**config.mk**
```make
export PLATFORM = sky130hd
export DESIGN_NAME = uart_rx
export DESIGN_NICKNAME = d
export VERILOG_FILES = /design/src/rtl/uart_rx_pkg.sv /design/src/rtl/uart_rx_baud_tick.sv /design/src/rtl/uart_rx.sv
export SDC_FILE = /design/constraint.sdc
export NUM_CORES = 1
export LEC_CHECK = 0
export BUFFER_PORTS_ARGS = -buffer_cell sky130_fd_sc_hd__buf_2
export CAP_MARGIN = 20
export CORE_MARGIN = 8
export CORE_UTILIZATION = 52
export DETAILED_ROUTE_END_ITERATION = 10
export GPL_TIMING_DRIVEN = 0
export PLACE_DENSITY = 0.8
export SKIP_LAST_GASP = 1
export SYNTH_ARGS = -nofsm -noshare
export SYNTH_HDL_FRONTEND = slang
export SYNTH_HIERARCHICAL = 1
export SYNTH_SLANG_ARGS = --single-unit
```
**constraint.sdc**
```tcl
create_clock -name clk -period 1.9 [get_ports clk]
set_clock_uncertainty 0.05 [all_clocks]
set_input_delay 0.095 -clock clk [delete_from_list [all_inputs] [get_ports clk]]
set_output_delay 0.095 -clock clk [all_outputs]
set_load 0.005 [all_outputs]
```
**src/rtl/uart_rx_pkg.sv**
```systemverilog
// Shared types and constants for the UART receiver.
// Holds the receiver state enum, data width and default bit period.
package uart_rx_pkg;

  localparam int DATA_BITS      = 8;
  localparam int BIT_CYCLES_DEF = 434;

  typedef enum logic [2:0] {
    IDLE_S   = 3'd0,
    START_S  = 3'd1,
    DATA_S   = 3'd2,
    PARITY_S = 3'd3,
    STOP_S   = 3'd4,
    DONE_S   = 3'd5
  } rx_state_t;

endpackage

```
**src/rtl/uart_rx_baud_tick.sv**
```systemverilog
// Bit-period counter with synchronous clear; flags half and full bit.
// Ports: clk, rst (async active-low), clr, half_tick, bit_tick.
module uart_rx_baud_tick #(
  parameter int BIT_CYCLES = 434
) (
  input  logic clk,
  input  logic rst,
  input  logic clr,
  output logic half_tick,
  output logic bit_tick
);

  localparam int CW = $clog2(BIT_CYCLES);

  logic [CW-1:0] cnt;

  assign half_tick = (cnt == CW'(BIT_CYCLES / 2 - 1));
  assign bit_tick  = (cnt == CW'(BIT_CYCLES - 1));

  always_ff @(posedge clk or negedge rst) begin
    if (!rst) begin
      cnt <= '0;
    end else if (clr || bit_tick) begin
      cnt <= '0;
    end else begin
      cnt <= cnt + 1'b1;
    end
  end

endmodule

```
**src/rtl/uart_rx.sv**
```systemverilog
// 8N1/8E1/8O1 UART receiver with sticky data/error flags.
// Ports: clk, rst, rx_i, rx_flag_clr_i, rx_data_o, flags, rx_busy_o, rx_state_out.
module uart_rx
  import uart_rx_pkg::*;
#(
  parameter int BIT_CYCLES = BIT_CYCLES_DEF,
  parameter bit PARITY_EN  = 1'b1,
  parameter bit PARITY_ODD = 1'b0
) (
  input  logic            clk,
  input  logic            rst,
  input  logic            rx_i,
  input  logic            rx_flag_clr_i,
  output logic [7:0]      rx_data_o,
  output logic            rx_flag_o,
  output logic            parity_err_o,
  output logic            frame_err_o,
  output logic            overrun_err_o,
  output logic            rx_busy_o,
  output rx_state_t       rx_state_out
);

  rx_state_t state;
  rx_state_t state_n;

  logic           rx_m;
  logic           rx_s;
  logic           rx_prev;
  logic           half_tick;
  logic           bit_tick;
  logic           cnt_clr;
  logic [7:0]     shift_reg;
  logic [2:0]     bit_idx;
  logic           par_bad;
  logic           stop_bad;

  // Idle-high synchronizer; rx_prev gives a falling-edge detector.
  always_ff @(posedge clk or negedge rst) begin
    if (!rst) begin
      rx_m    <= 1'b1;
      rx_s    <= 1'b1;
      rx_prev <= 1'b1;
    end else begin
      rx_m    <= rx_i;
      rx_s    <= rx_m;
      rx_prev <= rx_s;
    end
  end

  // Counter restarts on every state change.
  assign cnt_clr = (state_n != state);

  uart_rx_baud_tick #(
    .BIT_CYCLES(BIT_CYCLES)
  ) u_tick (
    .clk      (clk),
    .rst      (rst),
    .clr      (cnt_clr),
    .half_tick(half_tick),
    .bit_tick (bit_tick)
  );

  always_ff @(posedge clk or negedge rst) begin
    if (!rst) begin
      state <= IDLE_S;
    end else begin
      state <= state_n;
    end
  end

  always_comb begin
    state_n = state;
    unique case (state)
      IDLE_S: begin
        if (rx_prev && !rx_s) state_n = START_S;
      end
      START_S: begin
        if (half_tick) state_n = rx_s ? IDLE_S : DATA_S;
      end
      DATA_S: begin
        if (bit_tick && bit_idx == 3'd7)
          state_n = PARITY_EN ? PARITY_S : STOP_S;
      end
      PARITY_S: begin
        if (bit_tick) state_n = STOP_S;
      end
      STOP_S: begin
        if (bit_tick) state_n = DONE_S;
      end
      DONE_S: begin
        state_n = IDLE_S;
      end
      default: state_n = IDLE_S;
    endcase
  end

  always_ff @(posedge clk or negedge rst) begin
    if (!rst) begin
      shift_reg <= '0;
      bit_idx   <= '0;
      par_bad   <= 1'b0;
      stop_bad  <= 1'b0;
    end else begin
      if (state == IDLE_S) begin
        par_bad  <= 1'b0;
        stop_bad <= 1'b0;
      end
      if (state != DATA_S) begin
        bit_idx <= '0;
      end else if (bit_tick) begin
        shift_reg <= {rx_s, shift_reg[7:1]};
        bit_idx   <= bit_idx + 1'b1;
      end
      if (state == PARITY_S && bit_tick)
        par_bad <= ^shift_reg ^ rx_s ^ PARITY_ODD;
      if (state == STOP_S && bit_tick)
        stop_bad <= ~rx_s;
    end
  end

  // A completed byte beats a same-cycle clear; the clear only
  // drops the history, so the new byte's errors survive.
  always_ff @(posedge clk or negedge rst) begin
    if (!rst) begin
      rx_data_o     <= '0;
      rx_flag_o     <= 1'b0;
      parity_err_o  <= 1'b0;
      frame_err_o   <= 1'b0;
      overrun_err_o <= 1'b0;
    end else if (state == DONE_S) begin
      rx_data_o     <= shift_reg;
      rx_flag_o     <= 1'b1;
      parity_err_o  <= (parity_err_o & ~rx_flag_clr_i) | par_bad;
      frame_err_o   <= (frame_err_o & ~rx_flag_clr_i) | stop_bad;
      overrun_err_o <= rx_flag_clr_i ? 1'b0
                                     : (overrun_err_o | rx_flag_o);
    end else if (rx_flag_clr_i) begin
      rx_flag_o     <= 1'b0;
      parity_err_o  <= 1'b0;
      frame_err_o   <= 1'b0;
      overrun_err_o <= 1'b0;
    end
  end

  assign rx_busy_o    = (state != IDLE_S);
  assign rx_state_out = state;

endmodule

```
==> impl_metrics.yaml <==
route:
  drt-met1-wl_mm: 1.644
  wire_per_inst_um: 15.86
  drc: 0
  wl_met3_um: 165
  dr_total_vias: 1297
  dr.pass1.iters: 4
  dr_wl_met2_mm: 1.899
  detail_route.vias_per_cell: 5.404
  postRouteAntennaNets: 0
  maxUsedRoutingLayer: "met4"
  routed_wl_mm: 3.807
  drtIter0Drc: 60
synth:
  ys_warn_count: 6
  yosysUniqueCellTypes: 36
  yosysTopAreaCell: "dfrtp_1"
  synth_fp_nets: 161
  synth_top_cell_area_share_pct: 49.76
  synth_seq_area_share_pct: 54.00
  syn_area_per_cell_um2: 12.24
  syn_inst: 152
  synth_area_um2: 1861
  synth_seq_cells: 40
  ys_top_cells_by_area: "dfrtp_1 (50%), mux2_2 (7.9%), dfstp_2 (4.2%), ha_1 (3.4%), xnor2_1 (2.8%)"
die:
  core_um2: 3390
  initial_core_util_pct: 54.89
  dieWidth_um: 75.82
  die_area_um2: 5748
  die_y_um: 75.82
  io_pins: 20
  num_rows: 21
timing:
  hold_viol: 0
  setup_violations: 7
  finalCriticalPeriod_ps: 1925
  slew_viol_final: 0
  fin_crit_sh_pct: 101.3
  slew_headroom_pct: 42.60
  rsz0062_at_grt: "yes"
  setup_ws_ps: -25.42
  fmax_mhz: 519.4
  tightest_slew_ps: 861.0
outcome:
  status: "finished with violations"
  violations: "negative setup slack"
worst_setup_path:
  worst_r2r_endpoint: "shift_reg[3]$_DFFE_PN0P_"
  slowest_delay_ps: 410
  rr_startpoint: "u_tick/cnt[1]$_DFF_PN0_"
  cpLargestDelayFamily: "buffers and inverters"
  start_kind: "flip-flop"
  endpoint_kind: "flip-flop"
  critPathMaxFanout: 8
  r2r_setup_slack_ps: -30
  cp.arrival_ps: 2100
  rr_worst_depth: 10
  critPathBufInv: 4
  crit_path_cell_trace: "inv_2 > ha_4 > nand4bb_1 > nor3_2 > buf_4 > buf_12 > nand2b_4 > nor2_4 > buf_12 > mux2_4"
  cp.depth: 10
  cp_common_cell: "buf_12"
  cp_slowest_cell: "dfrtp_1"
  critPathKind: "reg -> reg"
  required_ps: 2080
placement:
  numPortBuffers: 19
  pre_cts_ws_ps: -240.0
  hpwlAfterDp_mm: 2.464
  place_congestion: 0.7917
finish:
  final_common_cell: "dfrtp_1"
  num_antenna_cells: 0
  final_cell_mix: "dfrtp_1 (37), buf_2 (22), nor2_1 (12)"
  syn_to_final_growth_pct: 26.29
  n_fill_cell: 254
  largest_register_ffs: 9
  nNetsFinal: 202
  drive_above_1_share_pct: 39.69
power_and_ir_drop:
  p_total_mw: 2.016
  power.leakage_nw: 1.121
  p_per_area_nw_per_um2: 858.1
  ir_worst_vdd_v: 0.0006712
hold_path:
  hold_class: "reg -> reg"
  worstHoldStart: "rx_m$_DFF_PN1_"
  min_delay_worst_endpoint: "rx_s$_DFF_PN1_"
  hold_depth: 0
global_routing:
  grt_pass1_wl_mm: 6.327
  grt_pass1_vias: 1361
  gr-total-overflow: 0
  antenna_found_initial: 0
  track_usage_pct: 14.62
  grt_max_degree: 41
cts:
  cts.sinks: 40
  ctsLongestPathBuffers: 2
  clock_latency_ps: 340
  h-tree-depth: 2
  tritoncts: "done"
  cts-root-buf: "clkbuf_4"
  cts.clk_slew.worst_paths_ps: 110
  numCtsBuffers: 5
flow_run:
  drv_cap: 0
## cell usage after synthesis (all sizes together)
library cell  number
dfrtp             37
mux2              16
nor2              13
a21oi              8
inv                8
nand2              6
xnor2              6
ha                 5
o21ai              5
or3                5
buf                4
nand2b             4
xor2               4
a22o               3
dfstp              3
nand3              3
o22ai              3
o31ai              3
mux2i              2
nand4bb            2
nor3               2
or2                2
a21o               1
mux4               1
nand3b             1
nand4              1
nor4bb             1
o211ai             1
o21a               1
xnor3              1
## where the power goes
| group | switching [mW] | total [mW] | internal [mW] |
|---|---|---|---|
| combinational | 0.179 | 0.341 | 0.161 |
| sequential | 0.0736 | 1.00 | 0.927 |
| clock | 0.264 | 0.675 | 0.411 |
## cells by family (layout without fill, tap and decap cells)
kind of cell,Yosys count,after routing,share of synthesized area (%)
compound gates,25,26,9.348
xor+xnor,11,11,5.918
fa+ha+maj,5,5,3.362
buf+inv,12,53,2.690
flops,40,40,54.00
mux,19,19,11.97
simple gates,40,40,12.71
## worst reg2reg max path, cell delays in order, from the launching register on
cell	delay, ps
dfrtp_1	410
inv_2	80
ha_4	120
nand4bb_1	150
nor3_2	130
buf_4	170
buf_12	100
nand2b_4	60
nor2_4	100
buf_12	140
mux2_4	310
## layout make-up
class	instances	area, µm²	area share, %
clock buffers	6	41.29	1.757
well taps	46	57.56	2.449
multi-input cells	101	900.9	38.34
clock inverters	2	60.06	2.556
repair buffers	33	232.7	9.904
inverters	8	30.03	1.278
plain buffers	4	22.52	0.9585
flip-flops and latches	40	1005	42.76
## worst max path at each step
stage	start	end	slack, ps
2_1_floorplan	u_tick/cnt[1]$_DFF_PN0_	shift_reg[0]$_DFFE_PN0P_	8
3_5_place_dp	u_tick/cnt[1]$_DFF_PN0_	shift_reg[3]$_DFFE_PN0P_	-240
6_report	u_tick/cnt[1]$_DFF_PN0_	shift_reg[3]$_DFFE_PN0P_	-30
4_1_cts	u_tick/cnt[1]$_DFF_PN0_	rx_state_out[0]$_DFF_PN0_	-30
5_1_grt	u_tick/cnt[1]$_DFF_PN0_	shift_reg[2]$_DFFE_PN0P_	-110
3_3_place_gp	u_tick/cnt[1]$_DFF_PN0_	shift_reg[3]$_DFFE_PN0P_	-160
## through the flow
step / std cells / hold slack [ps] / utilization (%) / instance area (µm²) / setup TNS [ps]
after floorplan: 152 / -250.6 / - / 1863 / 0
after global placement: 217 / 150.6 / 59.47 / 2016 / -2118
after detailed placement: 217 / 158.5 / 59.47 / 2016 / -3497
after CTS: 238 / 319.2 / 67.81 / 2298 / -46.48
after global routing: 240 / 320.4 / 69.32 / 2350 / -1586
final: 240 / 321.5 / 69.32 / 2350 / -97.07
## repair_timing
item                                    in CTS  in global routing
pin swaps                                    8                  3
endpoints found under the setup margin      18                 20
buffers inserted                             9                  2
hold endpoints to repair                    39                  0
hold buffers                                 3                  0
gates cloned                                 1                  0
gates resized for setup                     17                  5
## routing by layer
layer,vias up,track usage [%]
li1,615,-
met4,0,6.397
met5,-,0
met1,643,17.11
met3,11,3.289
met2,28,24.90
Power figures use the tool's default switching activity.
